[src/rtl/morse_rx.sv]
// morse_rx: Morse element receiver.
//   Classifies each mark on the serial line as a dot or a dash by counting
//   its length in clock cycles, collects up to five elements per symbol and
//   reports the symbol once the line has been low for 2*UNIT samples.
//
// Ports
//   clk    in   single clock, rising-edge
//   reset  in   asynchronous active-high reset
//   in     in   serial line, 1 = mark, 0 = space
//   code   out  element pattern, bit i = element i (0 dot, 1 dash)
//   len    out  number of valid elements in code (1..5)
//   valid  out  one-cycle pulse: code/len carry a new symbol
//   error  out  one-cycle pulse: symbol with more than five elements dropped
//
// state | meaning
// IDLE  | no elements collected, line low
// MARK  | line high, counting mark length
// GAP   | line low after a mark, counting gap length
module morse_rx #(
   parameter int UNIT = 10
) (
   input  logic       clk,
   input  logic       reset,
   input  logic       in,
   output logic [4:0] code,
   output logic [2:0] len,
   output logic       valid,
   output logic       error
);

   typedef enum logic [1:0] {
      IDLE = 2'd0,
      MARK = 2'd1,
      GAP  = 2'd2
   } state_t;

   localparam logic [15:0] TWO_UNIT = 16'(2 * UNIT);
   localparam logic [15:0] END_CNT  = 16'(2 * UNIT - 1);
   localparam logic [15:0] CNT_MAX  = 16'hFFFF;

   state_t      state_q, state_d;
   logic [15:0] count_q, count_d;
   logic [4:0]  store_q, store_d;
   logic [2:0]  len_int_q, len_int_d;
   logic        ovf_q, ovf_d;
   logic [4:0]  code_q, code_d;
   logic [2:0]  len_q, len_d;
   logic        valid_q, valid_d;
   logic        error_q, error_d;

   always_ff @(posedge clk or posedge reset) begin
      if (reset) begin
         state_q   <= IDLE;
         count_q   <= '0;
         store_q   <= '0;
         len_int_q <= '0;
         ovf_q     <= 1'b0;
         code_q    <= '0;
         len_q     <= '0;
         valid_q   <= 1'b0;
         error_q   <= 1'b0;
      end else begin
         state_q   <= state_d;
         count_q   <= count_d;
         store_q   <= store_d;
         len_int_q <= len_int_d;
         ovf_q     <= ovf_d;
         code_q    <= code_d;
         len_q     <= len_d;
         valid_q   <= valid_d;
         error_q   <= error_d;
      end
   end

   always_comb begin
      state_d   = state_q;
      count_d   = count_q;
      store_d   = store_q;
      len_int_d = len_int_q;
      ovf_d     = ovf_q;
      code_d    = code_q;
      len_d     = len_q;
      valid_d   = 1'b0;
      error_d   = 1'b0;

      case (state_q)
         IDLE: begin
            if (in) begin
               state_d = MARK;
               count_d = 16'd1;
            end
         end

         MARK: begin
            if (in) begin
               if (count_q != CNT_MAX) begin
                  count_d = count_q + 16'd1;
               end
            end else begin
               // A sixth element only marks the symbol as overflowed; the
               // store keeps the first five untouched.
               if (len_int_q == 3'd5) begin
                  ovf_d = 1'b1;
               end else begin
                  store_d[len_int_q] = (count_q >= TWO_UNIT);
                  len_int_d          = len_int_q + 3'd1;
               end
               state_d = GAP;
               count_d = 16'd1;
            end
         end

         GAP: begin
            if (in) begin
               state_d = MARK;
               count_d = 16'd1;
            end else if (count_q < END_CNT) begin
               count_d = count_q + 16'd1;
            end else begin
               // The first low sample was counted on entry to GAP, so this
               // is the 2*UNIT-th consecutive low: the symbol is complete.
               if (ovf_q) begin
                  error_d = 1'b1;
               end else begin
                  valid_d = 1'b1;
                  code_d  = store_q;
                  len_d   = len_int_q;
               end
               store_d   = '0;
               len_int_d = '0;
               ovf_d     = 1'b0;
               count_d   = '0;
               state_d   = IDLE;
            end
         end

         default: begin
            state_d = IDLE;
         end
      endcase
   end

   assign code  = code_q;
   assign len   = len_q;
   assign valid = valid_q;
   assign error = error_q;

endmodule

[config.mk]
export PLATFORM = sky130hd
export DESIGN_NAME = morse_rx
export DESIGN_NICKNAME = d
export VERILOG_FILES = /design/src/rtl/morse_rx.sv
export SDC_FILE = /design/constraint.sdc
export NUM_CORES = 1
export LEC_CHECK = 0
export ABC_AREA = 1
export CELL_PAD_IN_SITES_DETAIL_PLACEMENT = 0
export CELL_PAD_IN_SITES_GLOBAL_PLACEMENT = 1
export CORE_MARGIN = 4
export CORE_UTILIZATION = 39
export CTS_CLUSTER_DIAMETER = 80
export DETAILED_ROUTE_END_ITERATION = 6
export GPL_TIMING_DRIVEN = 0
export PLACE_DENSITY = 0.81
export SLEW_MARGIN = 20
export SYNTH_ARGS = -nofsm -noshare
export SYNTH_HDL_FRONTEND = slang
export SYNTH_SLANG_ARGS = --single-unit
export TNS_END_PERCENT = 10
[constraint.sdc]
create_clock -name clk -period 1.8 [get_ports clk]
set_clock_uncertainty 0.2 [all_clocks]
set_input_delay 0.36 -clock clk [delete_from_list [all_inputs] [get_ports clk]]
set_output_delay 0.36 -clock clk [all_outputs]
set_load 0.005 [all_outputs]
==> results by stage, run 1 <==
Timing:
- The setup slack of the critical path after layout is -0.05074 ns.
- The fraction of the cycle the final worst path needs is 102.8%.
- Setup violations remaining at the end of the flow were counted as 18.
- The transition time at the pin with the least slew margin is between 0.5 and 0.6 ns.
- Static timing analysis puts the maximum clock frequency at 0.5403 GHz.
- Setup repair after global routing could not meet its margin everywhere.
- The worst hold slack across all endpoints is 0.1146 ns.
- The minimum period implied by the final worst setup slack is approximately 1.9 ns.
- The final count of hold timing violations is 0.
- In this run the tightest slew margin relative to its limit is between 60% and 70%.
- The count of final max-slew check failures is 0.
- The total negative slack for setup checks is -0.6317 ns.

Clock network:
- The buffer depth of the longest clock path is 2.
- The latest clock arrival within the worst-skew pair is between 0.2 and 0.3 ns.
- Counting the buffers created by CTS gives 5.
- The number of H-tree levels is 2.
- TritonCTS built the clock tree.
- The clock tree root buffer cell is sky130_fd_sc_hd__clkbuf_8.
- After clock tree synthesis, the clock-pin slew on the worst setup and hold paths is around 0.090 ns.
- The number of sinks handled by clock tree synthesis is 37.

Drt:
- The pre-antenna-repair detailed-routing pass consisted of 4 iterations.
- In the final routed layout, each cell accounts on average for 13.46 um.
- The count of nets left with antenna violations once routing finished came out at 0.
- For this block, the routed nets add up to 5.896 mm of wire.
- The final route contains 2,163 vias.
- In the routed design, unresolved DRC markers number 0.
- The post-detailed-route via-to-cell ratio is 4.938.
- The first routing iteration left 155 violations.

Floorplanning:
- The floorplan has 27 rows.
- The starting utilization of the core area is between 40 and 50%.
- In this run the count of I/O pins placed on the die edge is 13.
- The horizontal die dimension is 84.67 um.
- In this run the standard cell core region covers 5608 um2.
- The floorplan step defined a die boundary enclosing 7168 um2.
- The die outline height is 84.67 um.

Layout:
- The sequential cells in the finished layout cover a total of 927.1 um2.
- The number of non-filler instances in the completed layout is approximately 440.
- The count of nets after finishing is 376.
- The number of antenna diodes is 0.
- Compared with the post-synthesis result, the final layout area differs by 34.39%.
- The number of fillers in the final layout is 540.
- The area of the multi-input gates is 1405 um2.
- The post-route cell area is between 3000 and 4000 um2.
- The ratio of cells with drive above 1 in the final layout is about a quarter.

Worst hold path:
- The path class of the tightest hold or removal check is input port to async pin.

Flow run:
- Across the run, the number of max-cap violations was 0.

Critical path:
- Of all nets on the critical path, the largest fanout is 5.
- The worst register-to-register path ends at count_q[0]$_DFFE_PP0P_.
- At the worst endpoint, the required time is 1.83 ns.
- The critical path buffer and inverter count is 5.
- STA classifies the critical path startpoint as a flop.
- The worst setup path is of the flop to flop kind.
- The internal reg-to-reg setup slack is -0.05 ns.
- The slowest stage of the critical path belongs to the cell sky130_fd_sc_hd__dfrtp_1.
- Among cell families on the critical path, the largest total delay comes from buffers and inverters.
- For this run, the slowest stage of the critical path takes 0.44 ns.
- The arrival time reported for the critical path endpoint is around 1.9 ns.
- Walking the worst path, the cells encountered are inv_2 > ha_1 > buf_6 > inv_2 > a31oi_4 > nand2_4 > inv_4 > buf_6 > nor2_1 > nor2_1.
- The cell depth of the worst flop-to-flop path is 10.
- The endpoint class of the critical path is a flop.
- The launch point of the worst reg-to-reg path is state_q[0]$_DFFE_PP0P_.

GRT:
- Entering global routing, the biggest net connects 28 pins.
- The number of antenna violations at the first check in global routing is 0.
- The number of global-route vias before repair is 2,009.
- Across every metal layer, demand over resource in global routing totals 16.84%.
- The global-route wire length before repair is 9.804 mm.
- For this run the aggregate overflow at the end of global routing stands at 0.

Power:
- Internal power comes to 0.002271 W.
- In this run the static leakage power is 1.459 nW.
- VDD sags by at most 0.8588 mV.
- The share of power burned in combinational logic is 55.6%.
- The power density of the placed cells is 1301 nW/um2.
- The net load switching power is between 0.0015 and 0.002 W.
- Per report_power, the clock group accounts for 18.7% of the total.
- Per report_power, the sequential group accounts for 25.7% of the total.
- Of the total power, the share spent switching nets is 43.33%.

Yosys:
- The synthesized instance count is 322.
- The synthesized design spends more area on one cell type than any other, namely sky130_fd_sc_hd__dfrtp_1.
- A synthesized cell averages approximately 7.1 um2.
- Ranked by total cell area, the synthesized netlist is headed by sky130_fd_sc_hd__dfrtp_1 40%, sky130_fd_sc_hd__nand2_1 17%, sky130_fd_sc_hd__nor2_1 7.4%, sky130_fd_sc_hd__nand3_1 6.1%, sky130_fd_sc_hd__inv_1 4.6%.
- The net count after synthesis is 333.
- The sequential area share after synthesis is 40.39%.
- In this run, distinct cell masters in the synthesized netlist total 31.
- Counting flops and latches in the post-synthesis netlist gives 37.
- In this run the cell area of the synthesized design comes to 2292 um2.
- The warning count from the yosys run is 0.
- The share of synthesized area in the top cell type comes to 40.39%.

Run status:
- The checks that failed: negative setup slack.
- The run finished, with violations left.

Place:
- The count of buffers added on input and output ports is 12.
- In this run, placement finished with an instance count of 407.
- Summing all placed instances gives a cell area of between 2000 and 3000 um2.
- After legalization and detailed placement, the total HPWL measured ~3.8 mm.
- Routability-driven placement finished with a final weighted congestion of 0.8167.
## power groups by stage
stage | sequential [W] | combinational [W] | clock, W
floorplan | 0.00101 | 0.00103 | 0
global placement | 0.00103 | 0.00133 | 0
detailed placement | 0.00103 | 0.00134 | 0
CTS | 0.00102 | 0.00201 | 0.000762
global route | 0.00104 | 0.00242 | 0.000806
finish | 0.00103 | 0.00223 | 0.000750
## cells in the final DEF (no fill, tap or decap), types with 7 or more instances in the layout
| cell | Yosys | layout |
|---|---|---|
| sky130_fd_sc_hd__nand2_1 | 102 | 96 |
| sky130_fd_sc_hd__nor2_1 | 45 | 41 |
| sky130_fd_sc_hd__dfrtp_1 | 37 | 36 |
| sky130_fd_sc_hd__nand3_1 | 28 | 22 |
| sky130_fd_sc_hd__inv_1 | 28 | 19 |
| sky130_fd_sc_hd__buf_4 | 0 | 18 |
| sky130_fd_sc_hd__clkdlybuf4s50_1 | 0 | 11 |
| sky130_fd_sc_hd__inv_2 | 2 | 9 |
| sky130_fd_sc_hd__buf_6 | 1 | 9 |
| sky130_fd_sc_hd__nand2_2 | 3 | 8 |
| sky130_fd_sc_hd__nand4_1 | 8 | 8 |
| sky130_fd_sc_hd__xor2_1 | 8 | 8 |
| sky130_fd_sc_hd__nor3_1 | 8 | 7 |
## how the worst max path moves through the flow
stage                     slack, ns  cells after the start                endpoint                   start
after CTS                     -0.03                     10  count_q[7]$_DFFE_PP0P_  state_q[1]$_DFFE_PP0P_
after detailed placement      -0.51                      6  count_q[4]$_DFFE_PP0P_                      in
after global placement        -0.52                      6  count_q[3]$_DFFE_PP0P_                      in
after floorplan               -0.03                     10  store_q[2]$_DFFE_PP0P_  state_q[1]$_DFFE_PP0P_
after global routing          -0.15                     11  count_q[7]$_DFFE_PP0P_  count_q[1]$_DFFE_PP0P_
final                         -0.05                     10  count_q[0]$_DFFE_PP0P_  state_q[0]$_DFFE_PP0P_
## cell families (layout without fill, tap and decap cells)
logic type               after synthesis  in the layout  share of synthesized area (%)
AO/OA/AOI/OAI                         26             26                          6.769
flip-flops                            37             37                          40.39
buffers and inverters                 39             83                          6.932
adder cells (fa/ha/maj)                8              8                          4.367
AND/OR/NAND/NOR                      204            204                          38.48
XOR/XNOR                               8              8                          3.057
## synth_stat cells
| master | n |
|---|---|
| sky130_fd_sc_hd__nand2_1 | 102 |
| sky130_fd_sc_hd__nor2_1 | 45 |
| sky130_fd_sc_hd__dfrtp_1 | 37 |
| sky130_fd_sc_hd__inv_1 | 28 |
| sky130_fd_sc_hd__nand3_1 | 28 |
| sky130_fd_sc_hd__o21ai_0 | 13 |
| sky130_fd_sc_hd__ha_1 | 8 |
| sky130_fd_sc_hd__nand4_1 | 8 |
| sky130_fd_sc_hd__nor3_1 | 8 |
| sky130_fd_sc_hd__xor2_1 | 8 |
| sky130_fd_sc_hd__a21oi_1 | 4 |
| sky130_fd_sc_hd__buf_2 | 4 |
| sky130_fd_sc_hd__o21ai_1 | 4 |
| sky130_fd_sc_hd__nand2_2 | 3 |
| sky130_fd_sc_hd__nor2_2 | 3 |
| sky130_fd_sc_hd__clkbuf_1 | 2 |
| sky130_fd_sc_hd__inv_2 | 2 |
| sky130_fd_sc_hd__or2_2 | 2 |
| sky130_fd_sc_hd__a21o_1 | 1 |
| sky130_fd_sc_hd__a31oi_1 | 1 |
| sky130_fd_sc_hd__a31oi_4 | 1 |
| sky130_fd_sc_hd__buf_1 | 1 |
| sky130_fd_sc_hd__buf_6 | 1 |
| sky130_fd_sc_hd__clkinv_1 | 1 |
| sky130_fd_sc_hd__nand2_4 | 1 |
| sky130_fd_sc_hd__nand3_2 | 1 |
| sky130_fd_sc_hd__nor2_4 | 1 |
| sky130_fd_sc_hd__nor3_2 | 1 |
| sky130_fd_sc_hd__nor3b_1 | 1 |
| sky130_fd_sc_hd__o211ai_1 | 1 |
| sky130_fd_sc_hd__o21bai_1 | 1 |
## cell type report
type                            instances  area share, %
Multi-Input combinational cell        246          45.61
Sequential cell                        37          30.10
Timing Repair Buffer                   37          11.37
Inverter                               31          4.021
Tap cell                               72          2.924
Clock buffer                            5          2.234
Buffer                                  7          2.234
Clock inverter                          3          1.503
## layer usage
layer	track usage (%)	part of all wire, %	vias to the layer above
met5	0	0	-
li1	-	-	1113
met2	23.99	43	39
met3	3.042	3.0	10
met1	26.32	52	1001
met4	3.597	2.0	0
## flip-flops by register name, indices dropped and copies added (netlist names)
name and flops:
len_int_q 3, state_q 2, store_q 5, len 3
ovf_q 1, error 1, count_q 16, code 5
valid 1
## what timing repair did
| action | in CTS | in global routing |
|---|---|---|
| resized for setup | 46 | 26 |
| cloned | 2 | 0 |
| buffers inserted | 17 | 5 |
| endpoints found under the setup margin | 34 | 36 |
| endpoints found under the hold margin | 0 | 0 |
| hold buffers | 0 | 0 |
| pin swaps | 13 | 16 |
## per-stage QoR
stage | setup slack [ns] | util [%] | power, W
finish | -0.05074 | 54.93 | 0.004007
global route | -0.1488 | 54.93 | 0.004269
CTS | -0.02917 | 52.48 | 0.003795
detailed placement | -0.5078 | 45.29 | 0.002375
global placement | -0.5157 | 44.94 | 0.002361
floorplan | -0.03279 | - | 0.002038
(Power assumes the default switching activity.)
==> run 2, diff against run 1 <==
CORE_MARGIN = 2   (was 4)
==> results by stage, run 2 (synthesis results as in run 1) <==
Critical path:
- The endpoint class of the critical path is a flop.
- The worst setup path category is flop to flop.
- Along the worst path, the maximum fanout reaches 6.
- The worst setup path is launched from a flop.
- The arrival time reported for the critical path endpoint is 1.93 ns.
- The required time of the critical path is 1.84 ns.

GRT:
- The first global-routing pass estimated 9.156 mm of wire.
- The total congestion overflow is 0.
- The number of antenna violations at the first check in global routing is 0.
- The number of global-route vias before repair is about 1,900.
- The maximum number of pins on one net before global-route repair is 28.
- The combined global-route utilization of all metal layers is between 10% and 20%.

Layout:
- The net count of the finished layout is 366.
- The register with the most flip-flops in the layout has 16 of them.
- Of the cells placed in the final design, the portion with a size suffix greater than 1 is 21.63%.
- The register bank with the most flops is count_q.
- The post-route cell area is 2969 um2.
- The number of antenna diodes is 0.
- The top cell types in the final layout, fill and taps aside, are 99 x sky130_fd_sc_hd__nand2_1, 41 x sky130_fd_sc_hd__nor2_1, 36 x sky130_fd_sc_hd__dfrtp_1.
- The most frequent standard cell in the layout excluding fill and tap cells is sky130_fd_sc_hd__nand2_1.
- The number of fillers in the final layout is between 500 and 600.
- Relative to the synthesized area, the layout overhead comes to 29.53%.

Power:
- Total power for the finished layout comes to 0.003875 W.
- The leakage power of the design is 1.421 nW.
- The power density of the placed cells is 1305 nW/um2.
- The worst-case IR drop observed on VDD is ~1.1 mV.

Floorplanning:
- The core region is approximately 5600 um2.
- For this configuration, the core starts out at a cell density of 40.87%.
- The horizontal die dimension is 80.67 um.
- In this run the vertical extent of the chip is 80.67 um.
- The initialized floorplan defines 27 standard-cell rows.
- The total I/O pin count is 13.
- The floorplan step defined a die boundary enclosing between 6000 and 7000 um2.

Drt:
- The post-detailed-route via-to-cell ratio is 4.890.
- The first detailed-routing pass ran for 4 iterations.
- After detailed routing, the total wire length is approximately 5.7 mm.
- After the first detailed-routing iteration, the DRC count stood at 149.
- After detailed routing, the average wire length per cell comes to approximately 13 um.
- The final route contains 2,093 vias.
- In the routed design, unresolved DRC markers number 0.
- The count of nets left with antenna violations once routing finished came out at 0.

Place:
- The routability congestion estimate is 0.8310.
- After legalization and detailed placement, the total HPWL measured 3.750 mm.
- Before CTS, the worst setup slack after placement is -0.5349 ns.
- Once placement finished, the instance area stood at 2540 um2.
- The count of buffers added on input and output ports is 12.

Clock network:
- The clock transition at the registers of the reported paths is 0.08 ns.
- The cts-stage hold buffer count is 0.
- In this run the number of H-tree levels came out at 2.
- The latest clock arrival within the worst-skew pair is 0.29 ns.
- The clock tree root buffer cell is sky130_fd_sc_hd__clkbuf_8.
- The TritonCTS clock tree is done.
- Clock tree synthesis inserted a total of 5 buffers.
- The clock net in this run drives a total of 37 sinks.
- The clock passes through at most 2 buffers.

Flow run:
- Max-cap violations in this run came to 0.

Run status:
- The run finished, with violations left.
- The checks that failed: negative setup slack.

Timing:
- The setup slack of the critical path after layout is -0.09324 ns.
- The number of endpoints failing setup at the final stage is 21.
- The final count of hold timing violations was 0.
- The worst pin sits at a relative slew slack of between 50% and 60%.
- For the finished layout, the period the worst path requires is about 1.9 ns.
- Setup repair after global routing could not meet its margin everywhere.
- For this run, the top clock speed supported by timing is 0.5282 GHz.
- At the pin with the least slew margin, the transition time is 0.6275 ns.
- The fraction of the cycle the final worst path needs is 105.2%.
- The worst hold slack across all endpoints is 0.1134 ns.
- The count of final max-slew check failures is 0.

Worst hold path:
- The worst hold-check path type is input port to async pin.
[run 2: cell count changes in the layout (fill, tap and decap cells not counted), sizes merged]
cell and delta:
buf -11, clkbuf +1
[run 2: through the flow]
stage | TNS [ns] | utilization (%) | std cells
final | -1.271 | 52.95 | 428
after floorplan | -0.1332 | - | 322
after detailed placement | -15.37 | 45.29 | 407
after global routing | -3.704 | 52.95 | 428
after CTS | -0.6454 | 51.16 | 428
after global placement | -34.11 | 44.94 | 406
[run 2: final timing paths]
path                            cells after the start  slack [ns]                      to                   start
worst min-delay path                                2        0.11  count_q[9]$_DFFE_PP0P_                   reset
worst max register to register                      9       -0.09  count_q[9]$_DFFE_PP0P_  state_q[1]$_DFFE_PP0P_
min in group clk                                    2        0.28     code[3]$_DFFE_PP0P_  store_q[3]$_DFFE_PP0P_
worst max-delay path                                9       -0.09  count_q[9]$_DFFE_PP0P_  state_q[1]$_DFFE_PP0P_
max in group asynchronous                           3        0.86  state_q[0]$_DFFE_PP0P_                   reset
worst min register to register                      2        0.28     code[3]$_DFFE_PP0P_  store_q[3]$_DFFE_PP0P_
[run 2: layer usage]
layer  track usage [%]  vias up  share of wire, %  wire (um)
li1                  -     1088                 -          -
met1             28.77      950                52       2985
met2             25.33       48                42       2409
met3             3.820        7               4.2        240
met4             4.915        0               1.0         57
met5                 0        -                 0          0
[run 2: what timing repair did]
action / CTS / global route
setup buffers: 13 / 0
pin swaps: 9 / 9
endpoints found under the setup margin: 35 / 36
gates cloned: 1 / 1
resized for setup: 35 / 25
[run 2: critical path: stages (launching register included)]
cell and delay, ns:
sky130_fd_sc_hd__dfrtp_1 0.40, sky130_fd_sc_hd__inv_2 0.09, sky130_fd_sc_hd__ha_4 0.21, sky130_fd_sc_hd__clkinvlp_4 0.13
sky130_fd_sc_hd__a31oi_4 0.33, sky130_fd_sc_hd__nand2_4 0.11, sky130_fd_sc_hd__inv_4 0.09, sky130_fd_sc_hd__buf_8 0.13
sky130_fd_sc_hd__nand3_1 0.08, sky130_fd_sc_hd__nand2_1 0.08
[run 2: power by group]
part	total [W]	leakage (nW)	switching [W]	internal (W)
Sequential	0.00103	0.503	0.0000987	0.000930
Combinational	0.00210	0.863	0.00124	0.000862
Clock	0.000746	0.0543	0.000331	0.000415
[run 2: final cells by class]
cell class / instances / area, um2 / share of cell area [%]
Sequential cell: 37 / 927.1 / 31.23
Inverter: 31 / 126.4 / 4.256
Tap cell: 72 / 90.09 / 3.034
Clock inverter: 3 / 46.29 / 1.559
Multi-Input combinational cell: 246 / 1378 / 46.40
Buffer: 6 / 56.30 / 1.896
Clock buffer: 5 / 68.82 / 2.318
Timing Repair Buffer: 28 / 276.5 / 9.313
==> run 3, diff against run 2 <==
GPL_TIMING_DRIVEN = not set   (was 0)
==> results by stage, run 3 (synthesis results as in run 1) <==
Run status:
- The run finished, with violations left.
- The final reports fail on negative setup slack.

Critical path:
- Of all nets on the critical path, the largest fanout is 5.
- The cell seen most often among critical-path stages is sky130_fd_sc_hd__nand2_1.
- The kind of start point of the critical path is a flop.
- Traced cell by cell, the critical path runs through inv_2 > ha_4 > nand2_4 > nor3_4 > nand2_2 > buf_4 > nand3_2 > nand2_1 > nand2_1 > a21oi_2.
- Among all stages on the critical path, the largest delay is contributed by sky130_fd_sc_hd__dfrtp_1.
- The worst setup path category is flop to flop.
- The critical path contains buffers and inverters numbering 2 combined.
- In this design, the stage delay of the slowest critical-path cell is 0.41 ns.
- The endpoint class of the critical path is a flop.
- The kind of cell with the highest combined delay on the critical path is simple AND/OR/NAND/NOR gates.
- In this run the register-to-register setup slack is -0.05 ns.
- STA puts the critical path data required time at approximately 1.8 ns.
- The arrival time reported for the critical path endpoint is ~1.8 ns.

Floorplanning:
- The floorplan step defined a die boundary enclosing 6507 um2.
- The starting utilization of the core area is between 40% and 50%.
- The total I/O pin count is 13.
- The die is 80.67 um wide.
- The die outline height is 80.67 um.
- The core region is 5608 um2.
- The count of standard-cell rows is 27.

Clock network:
- Clock-pin slew was measured on the worst setup and hold paths at 0.09 ns.
- The clock passes through at most 2 buffers.
- The tree is rooted in a sky130_fd_sc_hd__clkbuf_8.
- The number of clock buffers added by TritonCTS is 5.
- The clock reaches the later pin of the worst-skew pair after approximately 0.30 ns.
- The clock drives 37 sinks.
- TritonCTS built the clock tree.
- The number of H-tree levels is 2.
- The cts-stage hold buffer count is 0.

Drt:
- The detail route stage leaves a number of antenna-violating nets equal to 0.
- Detailed routing placed a total of about 280 um of wire on met3.
- In the final routed layout, each cell accounts on average for 13.00 um.
- The routed layout has between 2,000 and 2,500 vias.
- The length of the first detailed-routing pass in iterations is 4.
- The overall routed net length is 6.005 mm.
- The post-detailed-route via-to-cell ratio is 4.924.
- The routed length on met2 is 2.593 mm.
- After detailed routing, the wire length on met1 is 3.054 mm.
- After detailed routing, no signal wire sits above met4.
- The initial DRC count is just under 70.
- In the routed design, unresolved DRC markers number 0.

Layout:
- 0 antenna diodes ended up in the layout.
- The count of cells in the finished layout, fillers not included, comes to between 400 and 500.
- The flip-flop count of the largest register after layout is 16.
- In the layout the commonest cells are 96 x sky130_fd_sc_hd__nand2_1, 46 x sky130_fd_sc_hd__buf_4, 41 x sky130_fd_sc_hd__nor2_1.
- Summing all non-filler instances in the final layout gives an area of 3217 um2.
- From synthesis to final layout, the design area changed by 40.34%.
- The register bank with the most flops is count_q.
- The most frequent standard cell in the layout excluding fill and tap cells is sky130_fd_sc_hd__nand2_1.
- In the final layout, the share of cells above drive strength 1 is ~27%.
- The net count of the finished layout is 400.
- The core occupancy in the finished layout is a little under three fifths.

Timing:
- The final count of hold timing violations is 0.
- Setup violations remaining at the end of the flow were counted as 2.
- In this run the tightest slew margin relative to its limit is approximately 72%.
- The fraction of the cycle the final worst path needs is 102.8%.
- Once routing completed, OpenROAD measured the worst setup slack at -0.05090 ns.
- Setup repair after global routing could not meet its margin everywhere.
- The count of final max-slew check failures is 0.
- The transition time at the pin with the least slew margin is approximately 0.41 ns.
- The peak clock frequency supported by timing is 0.5403 GHz.
- The minimum period implied by the final worst setup slack is about 1.9 ns.

GRT:
- The total congestion overflow is 0.
- The global-route wire length before repair is about 9.8 mm.
- The number of global-route vias before repair is 2,029.
- The combined global-route utilization of all metal layers is 19.71%.
- The number of antenna violations at the first check in global routing came to 0.
- Entering global routing, the biggest net connects 38 pins.

Power:
- The power density of the placed cells is 1245 nW/um2.
- The leakage power of the design is 1.593 nW.
- The total design power is 0.004004 W.
- VDD sags by at most 0.7581 mV.

Place:
- The routability congestion estimate is 0.8479.
- The placed instances occupy a cell area of 2834 um2.
- The wire-length estimate of the detail-placed layout is 4.075 mm.
- The number of placed instances, taps included is 445.
- The number of buffer cells added on primary ports is 12.

Worst hold path:
- The min-delay analysis places its worst path in the category input port to async pin.

Flow run:
- Max-cap violations in this run came to 0.
-- run 3: cell types whose count changed in the layout (fill, tap and decap cells not counted), moves of 3 or more --
cell                      previous run  this run
sky130_fd_sc_hd__nand3_1            22        25
sky130_fd_sc_hd__nand2_2             5         8
sky130_fd_sc_hd__buf_4              12        46
sky130_fd_sc_hd__o21ai_0             7        11
sky130_fd_sc_hd__nand2_1            99        96
-- run 3: repair_timing --
item / in CTS / in global routing
buffers inserted: 6 / 2
cloned: 1 / 0
gates resized for setup: 17 / 34
setup endpoints to repair: 25 / 35
endpoints found under the hold margin: 0 / 0
pin swaps: 7 / 17
-- run 3: final timing paths --
kind,start,to,cells past startpoint
max,state_q[1]$_DFFE_PP0P_,count_q[4]$_DFFE_PP0P_,10
min reg2reg,store_q[0]$_DFFE_PP0P_,code[0]$_DFFE_PP0P_,2
min,reset,store_q[3]$_DFFE_PP0P_,3
max reg2reg,state_q[1]$_DFFE_PP0P_,count_q[4]$_DFFE_PP0P_,10
min in group clk,store_q[0]$_DFFE_PP0P_,code[0]$_DFFE_PP0P_,2
max in group asynchronous,reset,state_q[0]$_DFFE_PP0P_,3
-- run 3: where the power goes --
part / internal [W] / switching, W
Clock: 0.000415 / 0.000353
Combinational: 0.000988 / 0.00122
Sequential: 0.000930 / 0.0000991
Total: 0.00233 / 0.00167
-- run 3: worst min-delay path, stage by stage --
cell and delay, ns:
sky130_fd_sc_hd__clkdlybuf4s50_1 0.40, sky130_fd_sc_hd__inv_1 0.10, sky130_fd_sc_hd__buf_12 0.24
-- run 3: layout make-up --
cell class                      count  area (um2)
Clock buffer                        5       68.82
Clock inverter                      3       46.29
Fill cell                         532        2391
Inverter                           31       123.9
Multi-Input combinational cell    247        1378
Sequential cell                    37       927.1
Tap cell                           72       90.09
Timing Repair Buffer               67       583.1
-- run 3: metal layers --
metal	global-route usage [%]	vias up
li1	-	1170
met1	30.13	1045
met2	28.17	52
met3	3.708	8
met4	5.085	0
met5	0	-
-- run 3: per-stage QoR --
stage	worst slack, ns	hold slack [ns]	setup TNS [ns]
CTS	-0.01369	0.2247	-0.01974
floorplan	-0.03279	0.2356	-0.1332
detailed placement	-0.4019	0.2608	-8.971
global route	-0.1083	0.2576	-1.421
finish	-0.05090	0.2205	-0.07005
global placement	-0.3461	0.2560	-7.593
